## config.mk

```make
export PLATFORM = sky130hd
export DESIGN_NAME = router_pkt_src
export DESIGN_NICKNAME = d
export VERILOG_FILES = /design/src/rtl/router_pkg.sv /design/src/rtl/router_src_buf.sv /design/src/rtl/router_pkt_src.sv
export SDC_FILE = /design/constraint.sdc
export NUM_CORES = 1
export LEC_CHECK = 0
export BUFFER_PORTS_ARGS = -buffer_cell sky130_fd_sc_hd__buf_2
export CORE_ASPECT_RATIO = 0.6
export CORE_MARGIN = 8
export CORE_UTILIZATION = 25
export CTS_BUF_LIST = sky130_fd_sc_hd__clkbuf_4 sky130_fd_sc_hd__clkbuf_8
export DETAILED_ROUTE_END_ITERATION = 12
export HOLD_SLACK_MARGIN = 0.02
export PLACE_DENSITY = 0.49
export SKIP_CTS_REPAIR_TIMING = 1
export SLEW_MARGIN = 15
export SYNTH_ARGS = -nofsm -noshare
export SYNTH_HDL_FRONTEND = slang
export SYNTH_SLANG_ARGS = --single-unit
export TNS_END_PERCENT = 100
```

## constraint.sdc

```tcl
create_clock -name clock -period 7.9 [get_ports clock]
set_clock_uncertainty 0.2 [all_clocks]
set_input_delay 0.395 -clock clock [delete_from_list [all_inputs] [get_ports clock]]
set_output_delay 0.395 -clock clock [all_outputs]
set_load 0.1 [all_outputs]
```

## src/rtl/router_pkg.sv

```systemverilog
// Shared types and constants for the router packet source: FSM states,
// header field layout and the parity error-injection mask.
package router_pkg;

  typedef enum logic [2:0] {
    ST_IDLE,
    ST_LOAD,
    ST_HDR,
    ST_PAY,
    ST_PAR,
    ST_GAP
  } state_e;

  localparam logic [1:0] ADDR_ILLEGAL        = 2'd3;
  localparam int         MAX_LEN             = 63;
  localparam int         HDR_LEN_MSB         = 7;
  localparam int         HDR_LEN_LSB         = 2;
  localparam int         HDR_ADDR_MSB        = 1;
  localparam int         HDR_ADDR_LSB        = 0;
  localparam logic [7:0] PARITY_CORRUPT_MASK = 8'h01;

  function automatic logic [7:0] make_hdr(input logic [5:0] len, input logic [1:0] addr);
    logic [7:0] h;
    h = 8'h00;
    h[HDR_LEN_MSB:HDR_LEN_LSB]   = len;
    h[HDR_ADDR_MSB:HDR_ADDR_LSB] = addr;
    return h;
  endfunction

endpackage

```

## src/rtl/router_src_buf.sv

```systemverilog
// Payload store for the packet source: 64x8 array, one write port and one
// asynchronous read port addressed by the next-cycle read pointer.
module router_src_buf
  import router_pkg::*;
(
  input  logic       clock,
  input  logic       reset,
  input  logic       clr,
  input  logic       wr_en,
  input  logic [7:0] wr_data,
  input  logic       rd_inc,
  output logic [7:0] rd_data
);

  localparam int DEPTH = MAX_LEN + 1;

  logic [7:0] mem_q [DEPTH];
  logic [5:0] wr_ptr_q, wr_ptr_d;
  logic [5:0] rd_ptr_q, rd_ptr_d;

  always_comb begin
    wr_ptr_d = wr_ptr_q;
    rd_ptr_d = rd_ptr_q;
    if (clr) begin
      wr_ptr_d = 6'd0;
      rd_ptr_d = 6'd0;
    end else begin
      if (wr_en)  wr_ptr_d = wr_ptr_q + 6'd1;
      if (rd_inc) rd_ptr_d = rd_ptr_q + 6'd1;
    end
  end

  always_ff @(posedge clock) begin
    if (reset) begin
      wr_ptr_q <= 6'd0;
      rd_ptr_q <= 6'd0;
    end else begin
      wr_ptr_q <= wr_ptr_d;
      rd_ptr_q <= rd_ptr_d;
    end
  end

  always_ff @(posedge clock) begin
    if (wr_en) mem_q[wr_ptr_q] <= wr_data;
  end

  // Look ahead so the registered output stage sees the byte for the next cycle
  assign rd_data = mem_q[rd_ptr_d];

endmodule

```

## src/rtl/router_pkt_src.sv

```systemverilog
// Router input-port packet source: buffers a whole payload, then sends
// header, contiguous payload and trailing parity under busy back-pressure.
module router_pkt_src
  import router_pkg::*;
#(
  parameter int GAP_CYCLES = 3
) (
  input  logic       clock,
  input  logic       reset,
  input  logic       req_valid,
  output logic       req_ready,
  input  logic [1:0] req_addr,
  input  logic [5:0] req_len,
  input  logic       req_corrupt,
  input  logic       pl_valid,
  output logic       pl_ready,
  input  logic [7:0] pl_data,
  input  logic       busy,
  output logic       pkt_valid,
  output logic [7:0] pkt_data,
  output logic       pkt_done,
  output logic       drop_err
);

  state_e     state_q, state_d;
  logic [7:0] hdr_q, hdr_d;
  logic [7:0] par_q, par_d;
  logic [5:0] cnt_q, cnt_d;
  logic [3:0] gap_q, gap_d;
  logic       corrupt_q, corrupt_d;

  logic       req_ready_q, req_ready_d;
  logic       pl_ready_q, pl_ready_d;
  logic       pkt_valid_q, pkt_valid_d;
  logic [7:0] pkt_data_q, pkt_data_d;
  logic       pkt_done_q, pkt_done_d;
  logic       drop_err_q, drop_err_d;

  logic       accept, illegal, wr_en, rd_inc, clr;
  logic [7:0] rd_data;

  assign accept  = (state_q == ST_IDLE) && req_valid && req_ready_q;
  assign illegal = (req_addr == ADDR_ILLEGAL) || (req_len == 6'd0);
  assign wr_en   = (state_q == ST_LOAD) && pl_valid && pl_ready_q;

  router_src_buf u_buf (
    .clock   (clock),
    .reset   (reset),
    .clr     (clr),
    .wr_en   (wr_en),
    .wr_data (pl_data),
    .rd_inc  (rd_inc),
    .rd_data (rd_data)
  );

  always_ff @(posedge clock) begin
    if (reset) begin
      state_q     <= ST_IDLE;
      hdr_q       <= 8'h00;
      par_q       <= 8'h00;
      cnt_q       <= 6'd0;
      gap_q       <= 4'd0;
      corrupt_q   <= 1'b0;
      req_ready_q <= 1'b0;
      pl_ready_q  <= 1'b0;
      pkt_valid_q <= 1'b0;
      pkt_data_q  <= 8'h00;
      pkt_done_q  <= 1'b0;
      drop_err_q  <= 1'b0;
    end else begin
      state_q     <= state_d;
      hdr_q       <= hdr_d;
      par_q       <= par_d;
      cnt_q       <= cnt_d;
      gap_q       <= gap_d;
      corrupt_q   <= corrupt_d;
      req_ready_q <= req_ready_d;
      pl_ready_q  <= pl_ready_d;
      pkt_valid_q <= pkt_valid_d;
      pkt_data_q  <= pkt_data_d;
      pkt_done_q  <= pkt_done_d;
      drop_err_q  <= drop_err_d;
    end
  end

  // cnt_q counts bytes still to load in LOAD and bytes still to send in PAY
  always_comb begin
    state_d   = state_q;
    hdr_d     = hdr_q;
    par_d     = par_q;
    cnt_d     = cnt_q;
    gap_d     = gap_q;
    corrupt_d = corrupt_q;
    rd_inc    = 1'b0;
    clr       = 1'b0;
    case (state_q)
      ST_IDLE: begin
        if (accept && !illegal) begin
          state_d   = ST_LOAD;
          hdr_d     = make_hdr(req_len, req_addr);
          par_d     = make_hdr(req_len, req_addr);
          cnt_d     = req_len;
          corrupt_d = req_corrupt;
          clr       = 1'b1;
        end
      end
      ST_LOAD: begin
        if (wr_en) begin
          par_d = par_q ^ pl_data;
          cnt_d = cnt_q - 6'd1;
          if (cnt_q == 6'd1) state_d = ST_HDR;
        end
      end
      ST_HDR: begin
        if (!busy) begin
          state_d = ST_PAY;
          cnt_d   = hdr_q[HDR_LEN_MSB:HDR_LEN_LSB];
        end
      end
      ST_PAY: begin
        if (!busy) begin
          rd_inc = 1'b1;
          cnt_d  = cnt_q - 6'd1;
          if (cnt_q == 6'd1) state_d = ST_PAR;
        end
      end
      ST_PAR: begin
        if (!busy) begin
          state_d = ST_GAP;
          gap_d   = 4'(GAP_CYCLES - 1);
        end
      end
      ST_GAP: begin
        if (gap_q == 4'd0) state_d = ST_IDLE;
        else               gap_d   = gap_q - 4'd1;
      end
      default: state_d = ST_IDLE;
    endcase
  end

  // Outputs are computed from the next state so they register alongside it
  always_comb begin
    req_ready_d = (state_d == ST_IDLE);
    pl_ready_d  = (state_d == ST_LOAD);
    pkt_valid_d = (state_d == ST_HDR) || (state_d == ST_PAY);
    pkt_done_d  = (state_q == ST_PAR) && (state_d == ST_GAP);
    drop_err_d  = accept && illegal;
    case (state_d)
      ST_HDR:  pkt_data_d = hdr_d;
      ST_PAY:  pkt_data_d = rd_data;
      ST_PAR:  pkt_data_d = par_d ^ (corrupt_d ? PARITY_CORRUPT_MASK : 8'h00);
      default: pkt_data_d = 8'h00;
    endcase
  end

  assign req_ready = req_ready_q;
  assign pl_ready  = pl_ready_q;
  assign pkt_valid = pkt_valid_q;
  assign pkt_data  = pkt_data_q;
  assign pkt_done  = pkt_done_q;
  assign drop_err  = drop_err_q;

endmodule

```

---- After elaboration in Yosys (flattened, before gate mapping) ----
Memories as Yosys holds them, arrays and structs flattened.
Index checks and enable logic that the tools add are counted.
cells by class
  $add $sub $neg .......................... 4
  equal/unequal tests ..................... 18
  multiplexer cells ....................... 34
  bitwise logic cells ..................... 2
  reductions and logical operators ........ 19
operators by type and width
  kind                                               number
  two-way mux 6 bit                                  6
  two-way mux 8 bit                                  4
  two-way mux 3 bit                                  8
  one-hot mux 6 bit (4 select lines)                 1
  one-hot mux 8 bit (3 select lines)                 1
  one-hot mux 3 bit (6 select lines)                 1
  one-hot mux 8 bit (2 select lines)                 1
  adder 6 x 1 -> 6 bit (second input constant)       2
  == test 3 x 2 -> 1 bit (second input constant)     4
  == test 3 bit (second input constant)              4
  two-way mux 1 bit                                  9
  two-way mux 4 bit                                  2
  inequality test 2 bit (second input constant)      4
  one-hot mux 4 bit (2 select lines)                 1
  bitwise XOR 8 x 1 -> 8 bit                         1
  bitwise XOR 8 bit                                  1
  logical AND 1 bit                                  7
  == test 3 x 1 -> 1 bit (second input constant)     2
  == test 6 x 1 -> 1 bit (second input constant)     1
  zero test 3 bit                                    2
  zero test 6 bit                                    1
  subtractor 6 x 1 -> 6 bit (second input constant)  1
  AND reduction 5 bit                                1
  zero test 4 bit                                    1
  other kinds (9)                                    11
word-level totals
  flip-flop bits (word level) ............. 55
  bits in writable memories ............... 512
  input bits .............................. 22
  output and inout port bits .............. 13
  logic and storage cells ................. 92
  memories kept ........................... 1
memory list
  memory       words  width  rd ports  clocked after Yosys merged registers in  write ports  line                  RTL
  u_buf.mem_q  64     8      1         0                                        1            router_src_buf.sv:17  logic [7:0] mem_q [DEPTH];

---- Logic depth before layout (Yosys ltp) ----
Gate-level depths: netlist of the first run.
  depth in word-level cells ............... 9
  mapped depth ............................ 13
  gate-level depth less buffers ........... 11

---- Hierarchy ----
From an unflattened synthesis of the first run, not the netlist that was laid out.
unflattened totals
  cell total of the unflattened synthesis .. 1,734
  area, all modules ....................... 23,331.1 um^2
by module, submodules not included
  module          times used  cells each  area an instance (um^2)  seq. area each (um^2)
  router_src_buf  1           1,454       21,117.8                 15,615.0
  router_pkt_src  1           280         2,213.4                  860.8

---- Worst setup path before layout of the first run ----
Ideal clock, no wire load.
  path kind ............................... reg2reg
  from .................................... register req_ready_q (netlist: req_ready)
  to ...................................... register pkt_data_q[4] (netlist: pkt_data[4])
  setup time .............................. 0.133 ns
  arrival ................................. 3.151 ns
  required time ........................... 7.567 ns
  slack ................................... 4.416 ns
  cell stages (with the launch flop) ...... 11
  path buffers ............................ 2
  clock period less this slack ............ 3.484 ns
  cells stage by stage .................... dfxtp_1 -> nand4bb_1 -> or2_2 -> o22ai_1 -> buf_2 -> buf_1 -> nand3_1 -> a32oi_1 -> a21oi_1 -> a2111oi_0 -> nor3b_1
on the way
  cells in the longest elaborated chain, start to end .. 7
  elaborated cells on any way between the ends .. 17
  those cells by class .................... eq/ne (3); mux (10); bitwise (1); reduce/logical (2); memory (1)
RTL lines
  what                                    line                   RTL
  start: declaration                      router_pkt_src.sv:32   logic req_ready_q, req_ready_d;
  start signal: assignment                router_pkt_src.sv:77   req_ready_q <= req_ready_d;
  logical AND 1 bit (*)                   router_pkt_src.sv:42   assign accept = (state_q == ST_IDLE) && req_valid && req_ready_q;
  logical AND 1 bit (*)                   router_pkt_src.sv:98   if (accept && !illegal) begin
  two-way mux 1 bit                       router_pkt_src.sv:98
  two-way mux 1 bit                       router_pkt_src.sv:96   case (state_q)
  two-way mux 6 bit                       router_src_buf.sv:24   if (clr) begin
  memory (64 x 8 bit)                     --
  one-hot mux 8 bit (3 select lines) (*)  router_pkt_src.sv:148  case (state_d)
  end signal: assignment                  router_pkt_src.sv:80   pkt_data_q <= pkt_data_d;
  end: declaration                        router_pkt_src.sv:35   logic [7:0] pkt_data_q, pkt_data_d;
Mark *: on every way between the ends. The rest lies on a longest branch, timed or not.
A chain may end at the register's enable or synchronous reset.

---- Final worst setup path of the first run ----
  from .................................... register state_q[0]
  to ...................................... register pkt_data_q[5] (netlist: pkt_data[5])
on the way
  cells in the longest elaborated chain, start to end .. 9
  elaborated cells on any way between the ends .. 36
  those cells by class .................... eq/ne (8); mux (20); bitwise (1); reduce/logical (6); memory (1)
RTL lines
  what                                    line                                        RTL
  start: declaration                      router_pkt_src.sv:25                        state_e state_q, state_d;
  start signal: assignment                router_pkt_src.sv:71                        state_q <= state_d;
  zero test 3 bit                         router_pkt_src.sv:42, router_pkt_src.sv:96
  logical AND 1 bit (2 in a row)          router_pkt_src.sv:42
  logical AND 1 bit                       router_pkt_src.sv:98
  two-way mux 1 bit                       router_pkt_src.sv:98
  two-way mux 1 bit                       router_pkt_src.sv:96
  two-way mux 6 bit                       router_src_buf.sv:24
  memory (64 x 8 bit)                     --
  one-hot mux 8 bit (3 select lines) (*)  router_pkt_src.sv:148
Marked as above.

==> results of run 1 <==
worst max-delay path by stage:
| stage | start | to | slack, ns |
|---|---|---|---|
| after floorplan | req_ready | pkt_data[4] | 4.42 |
| after global placement | state_q[0] | pkt_data[1] | 2.83 |
| after detailed placement | state_q[0] | pkt_data[1] | 2.77 |
| after CTS | state_q[0] | pkt_data[1] | 2.78 |
| after global routing | state_q[0] | pkt_data[1] | 2.29 |
| final | state_q[0] | pkt_data[5] | 2.73 |
power groups by stage:
stage          clock [mW]  combinational [mW]  sequential (mW)
3_3_place_gp            0               0.131             3.34
6_report             2.42               0.140             3.28
3_5_place_dp            0               0.134             3.35
5_1_grt              2.60               0.150             3.28
2_1_floorplan           0              0.0473             3.35
4_1_cts              2.47               0.135             3.28
critical path: cells and delay by family, from the launching register on:
kind	cells	cell delay, ns
AND/OR/NAND/NOR	3	0.92
multiplexers	1	0.37
flip-flops	1	0.98
buffers and inverters	2	0.67
AO/OA/AOI/OAI	5	1.78
kinds of logic (layout without fill, tap and decap cells):
group,after synthesis,after routing,synth area share [%]
buffers and inverters,107,237,2.05
xor gates and xnor gates,14,14,0.567
DFF,567,567,71.8
and+or+nand+nor,589,589,11.2
adders and majority gates,5,5,0.273
muxes,62,62,3.14
AOI/OAI and AO/OA,349,349,10.9
cell type report:
type / instances / area (sq um)
clock buffer: 107 / 1370
timing repair buffer: 85 / 621
inverter: 4 / 15.0
multi-input combinational: 1019 / 6110
sequential: 567 / 16500
fill: 9210 / 65000
clock inverter: 41 / 270
tap: 1232 / 1540
synth_stat cells, drive strengths merged, types with 11 or more instances:
cell,number
nor2b,12
a22oi,18
o22ai,17
edfxtp,512
a311oi,13
a31oi,27
nor3,24
a211oi,18
nand2,281
a21oi,65
nor2,135
mux2i,49
buf,52
nand3,69
clkbuf,51
dfxtp,55
and3,11
a221oi,53
nand4,13
o21ai,50
routing by layer:
layer,share of wire [%],routed length [microns]
met1,48,36200
met2,39,29400
met3,11,8210
met4,1.5,1130
met5,0,0
stage by stage:
stage / setup WS, ns / utilization, % / area, sq um / hold slack [ns] / power (mW)
global route: 2.29 / 28.9 / 26400 / 0.0303 / 6.03
detailed placement: 2.77 / 27.0 / 24600 / 0.286 / 3.48
global placement: 2.83 / 27.0 / 24600 / 0.265 / 3.48
floorplan: 4.42 / - / 22900 / 0.254 / 3.40
CTS: 2.78 / 28.8 / 26300 / -0.250 / 5.88
finish: 2.73 / 28.9 / 26400 / 0.0375 / 5.84
registers in the layout, indices dropped and copies added, names as in the netlist, 3 cells and up:
name and count:
pkt_data 8, gap_q 4, state_q 3, par_q 8, cnt_q 6, u_buf.wr_ptr_q 6, hdr_q 8, u_buf.mem_q 512
u_buf.rd_ptr_q 6
==> flow_metrics.tcl, run 1 <==
set metrics [dict create \
    status "finished, final reports clean" \
    grt_pass1_wl_microns 107000 \
    viasPerCell 5.05 \
    dp.cells 2895 \
    worst_pin_slew_ns 1.26 \
    ys_warn_count 0 \
    swShare_pct 22.3 \
    h-tree-depth 3 \
    hpwlAfterDp_microns 46700 \
    endpoint_kind "register" \
    numCtsBuffers 82 \
    combPwrFrac_pct 2.4 \
    cp_cell_sequence "nand4bb_1 > mux2i_4 > buf_4 > a21oi_4 > buf_12 > nand2_1 > a21oi_1 > a221oi_1 > a2111oi_0 > nor4_1 > o31ai_1" \
    path_clk_slew_ns 0.07 \
    antenna_found_initial 1 \
    synth-edff-count 512 \
    worstSkewPairLatency_ns 0.70 \
    arrival_ns 5.57 \
    min_to "gap_q[1]" \
    synth_flop_cell "edfxtp_1" \
    ys_types 79 \
    vdd_ir_drop_max_v 0.000108 \
    place_congestion 0.846 \
    timing.rr.end "pkt_data[5]" \
    final.setup.tns_ns 0 \
    p_clk_share_pct 41.4 \
    min_path_cells 2 \
    cts_tree "yes" \
    period_share_pct 65.4 \
    wl_per_cell_microns 24.5 \
    grt_remaining_overflow 0 \
    layout_common_cells "edfxtp_1 (512), nand2_1 (281), nor2_1 (129)" \
    first_global_vias 14600 \
    cts_buffer_depth 3 \
    synth_area_leaders "edfxtp_1 (67%), dfxtp_1 (4.8%), nand2_1 (4.6%)" \
    rr_startpoint "state_q[0]" \
    via_count 15400 \
    io_pins 35 \
    hp-class "in -> reg" \
    die_y_microns 251 \
    p_seq_share_pct 56.2 \
    met3_usage_pct 4.70 \
    final_common_cell "edfxtp_1" \
    avgSynthCellArea_sq_um 13.5 \
    critPathMaxStageDelay_ns 0.98 \
    port_buffers 34 \
    use_met1_pct 22.4 \
    crit_fanout 63 \
    reg2reg_slack_ns 2.73 \
    min_period_ns 5.17 \
    yosys.area.top_type "edfxtp_1" \
    ant_nets 0 \
    start_kind "register" \
    p_leak_nw 8.30 \
    cp.required_ns 8.30 \
    die_area_sq_mm 0.102 \
    nets 1786 \
    netlist.area_leader.share_pct 67.0 \
    wirelength_microns 75000 \
    die_x_microns 407 \
    fp-row-count 86 \
    grt_usage_pct 14.3 \
    drv_cap 0 \
    drt_pre_antenna_iters 6 \
    drv_slew 0 \
    power.internal_mw 4.54 \
    use_met2_pct 18.5 \
    p_switching_mw 1.30 \
    cts_root_buf "clkbuf_8" \
    crit_slowest_cell "dfxtp_1" \
    top_usage_layer "met1" \
    ys_ff_latch 567 \
    grt_max_degree 95 \
    drt_iter0_markers 2220 \
    async_reset_ff_share_pct 0 \
    worstSetupPathType "reg -> reg" \
    layout-drive-gt1-share_pct 13.2 \
    syn_inst 1693 \
    synth_seq_area_share_pct 71.8 \
    fmax_mhz 194 \
    timing_hold_violations_final 0 \
    setup_viol 0 \
    coreArea_sq_mm 0.0914 \
    powerDensity_mw_per_mm2 221 \
    fin_cells 3055 \
    syn_area_sq_mm 0.0229 \
    hold_path.startpoint "reset" \
    antennaDiodeCount 0 \
    grt_setup_unrepaired "false" \
    relSlewSlack_pct 15.7 \
    reg2regPathDepth 11 \
    area_growth_pct 15.1 \
    clock-sinks 567 \
    initial_core_util_pct 25.1 \
    syn_nets 1720 \
    drc_errors 0 \
]
(Power assumes the default switching activity.)
==> run 2: changes to the inputs <==
PLACE_DENSITY = 0.5   (was 0.49)
clock period = 4.1 ns   (was 7.9 ns; I/O delays follow)
==> run 2 against run 1 <==
Net effect:
- the flow now finishes with violations (hold timing)
- count of clock-buffer cells in the layout decreased by 5
- clock power increased by 75%
- final cell count increased by 2.9%
- total power increased by 86%
- flip-flop and latch count unchanged
- via count increased by 4.1%
- global-route usage increased by 0.83 points
- design area increased by 2.7%
- utilization increased by 0.79 points
- register-to-register slack got worse by 2.7 ns
- first-iteration DRC count decreased by 8.4%
- sequential power increased by 93%
- critical endpoint is now pkt_data[6]
- highest routed layer unchanged
==> flow_metrics.tcl, run 2 (synthesis results as in run 1) <==
set metrics [dict create \
    viasPerCell 5.10 \
    cp.required_ns 4.54 \
    fin_cells 3144 \
    ant_nets 0 \
    hp-class "in -> reg" \
    coreArea_sq_mm 0.0914 \
    h-tree-depth 3 \
    start_kind "register" \
    wirelength_microns 80000 \
    grt_max_degree 65 \
    cts_buffer_depth 3 \
    fp-row-count 86 \
    cts_tree "yes" \
    layout-drive-gt1-share_pct 16.8 \
    critPathMaxStageDelay_ns 0.84 \
    fin_ws_ns 0.0361 \
    worst_hold_slack_ns -0.0396 \
    die_x_microns 407 \
    drt_iter0_markers 2034 \
    top_register "u_buf.mem_q" \
    min_period_ns 4.06 \
    dp.cells 2990 \
    antennaDiodeCount 0 \
    hpwlAfterDp_microns 52700 \
    crit_slowest_cell "o21ai_0" \
    wl_per_cell_microns 25.4 \
    setup_viol 0 \
    period_share_pct 99.1 \
    cts_root_buf "clkbuf_8" \
    largest_reg_flops 512 \
    grt_usage_pct 15.1 \
    worstSkewPairLatency_ns 0.69 \
    path_clk_slew_ns 0.07 \
    final_common_cell "edfxtp_1" \
    p_leak_nw 8.77 \
    die_area_sq_mm 0.102 \
    antenna_found_initial 3 \
    post-route-util_pct 29.7 \
    drv_slew 0 \
    multi_input_area_sq_mm 0.00610 \
    initial_core_util_pct 25.1 \
    path_buf_inv 3 \
    cp_cell_sequence "ha_1 > mux2_2 > buf_4 > o21ai_0 > buf_4 > a221oi_1 > nor3_1 > o21ai_0 > buf_4 > o311ai_1 > a211o_1" \
    numCtsBuffers 80 \
    grt_setup_unrepaired "false" \
    crit_fanout 28 \
    worst_pin_slew_ns 1.16 \
    arrival_ns 4.50 \
    worstSetupPathType "reg -> reg" \
    power_mw 10.9 \
    die_y_microns 251 \
    crit_top_cell "buf_4" \
    violations "hold timing" \
    place_congestion 0.934 \
    timing_hold_violations_final 2 \
    first_global_vias 15300 \
    via_count 16000 \
    port_buffers 34 \
    ff_latch_area_sq_mm 0.0165 \
    drv_cap 0 \
    dp_slack_ns 0.0101 \
    relSlewSlack_pct 22.0 \
    io_pins 35 \
    status "finished with violations" \
    grt_pass1_wl_microns 113000 \
    layout_common_cells "edfxtp_1 (512), nand2_1 (281), nor2_1 (132)" \
    drt_pre_antenna_iters 6 \
    drc_errors 0 \
    final_area_sq_mm 0.0271 \
    post_dp_cell_area_sq_mm 0.0254 \
    clock-sinks 567 \
    final.setup.tns_ns 0 \
    powerDensity_mw_per_mm2 400 \
    area_growth_pct 18.2 \
    fmax_mhz 246 \
    grt_remaining_overflow 0 \
    endpoint_kind "register" \
    fillers 9197 \
    nets 1894 \
    crit_family "compound AO/OA/AOI/OAI gates" \
    vdd_ir_drop_max_v 0.000201 \
]
[run 2: final timing paths]
kind / slack, ns / from / cells past startpoint / end
worst max-delay path: 0.04 / u_buf.rd_ptr_q[1] / 11 / pkt_data[6]
worst min-delay path: -0.04 / req_len[3] / 6 / cnt_q[3]
worst max register to register: 0.04 / u_buf.rd_ptr_q[1] / 11 / pkt_data[6]
worst min register to register: 0.29 / cnt_q[1] / 2 / cnt_q[1]
[run 2: worst reg2reg max path, delay by kind of cell, from the launching register on]
family          cells  cell delay (ns)
mux                 1             0.34
fa+ha+maj           1             0.34
simple gates        1             0.55
compound gates      5             1.34
buf+inv             3             0.79
flops               1             0.46
[run 2: cell type report]
type / instances / area share (%)
inverter: 4 / 0.0554
multi-input combinational: 1019 / 22.5
clock inverter: 25 / 0.531
tap: 1232 / 5.68
timing repair buffer: 195 / 5.79
sequential: 567 / 60.7
clock buffer: 102 / 4.69
[run 2: where the power goes]
part           internal [mW]  switching, mW
logic                 0.0800          0.222
registers               6.31        0.00983
clock network           2.07           2.17
[run 2: routing by layer]
layer / routed length, microns / up-vias / GRT usage [%] / share of wire (%)
met4: 1690 / 0 / 3.95 / 2.1
li1: - / 6851 / - / -
met2: 30900 / 928 / 19.6 / 39
met3: 10200 / 134 / 5.53 / 13
met1: 37200 / 8136 / 23.0 / 46
met5: 0 / - / 0 / 0
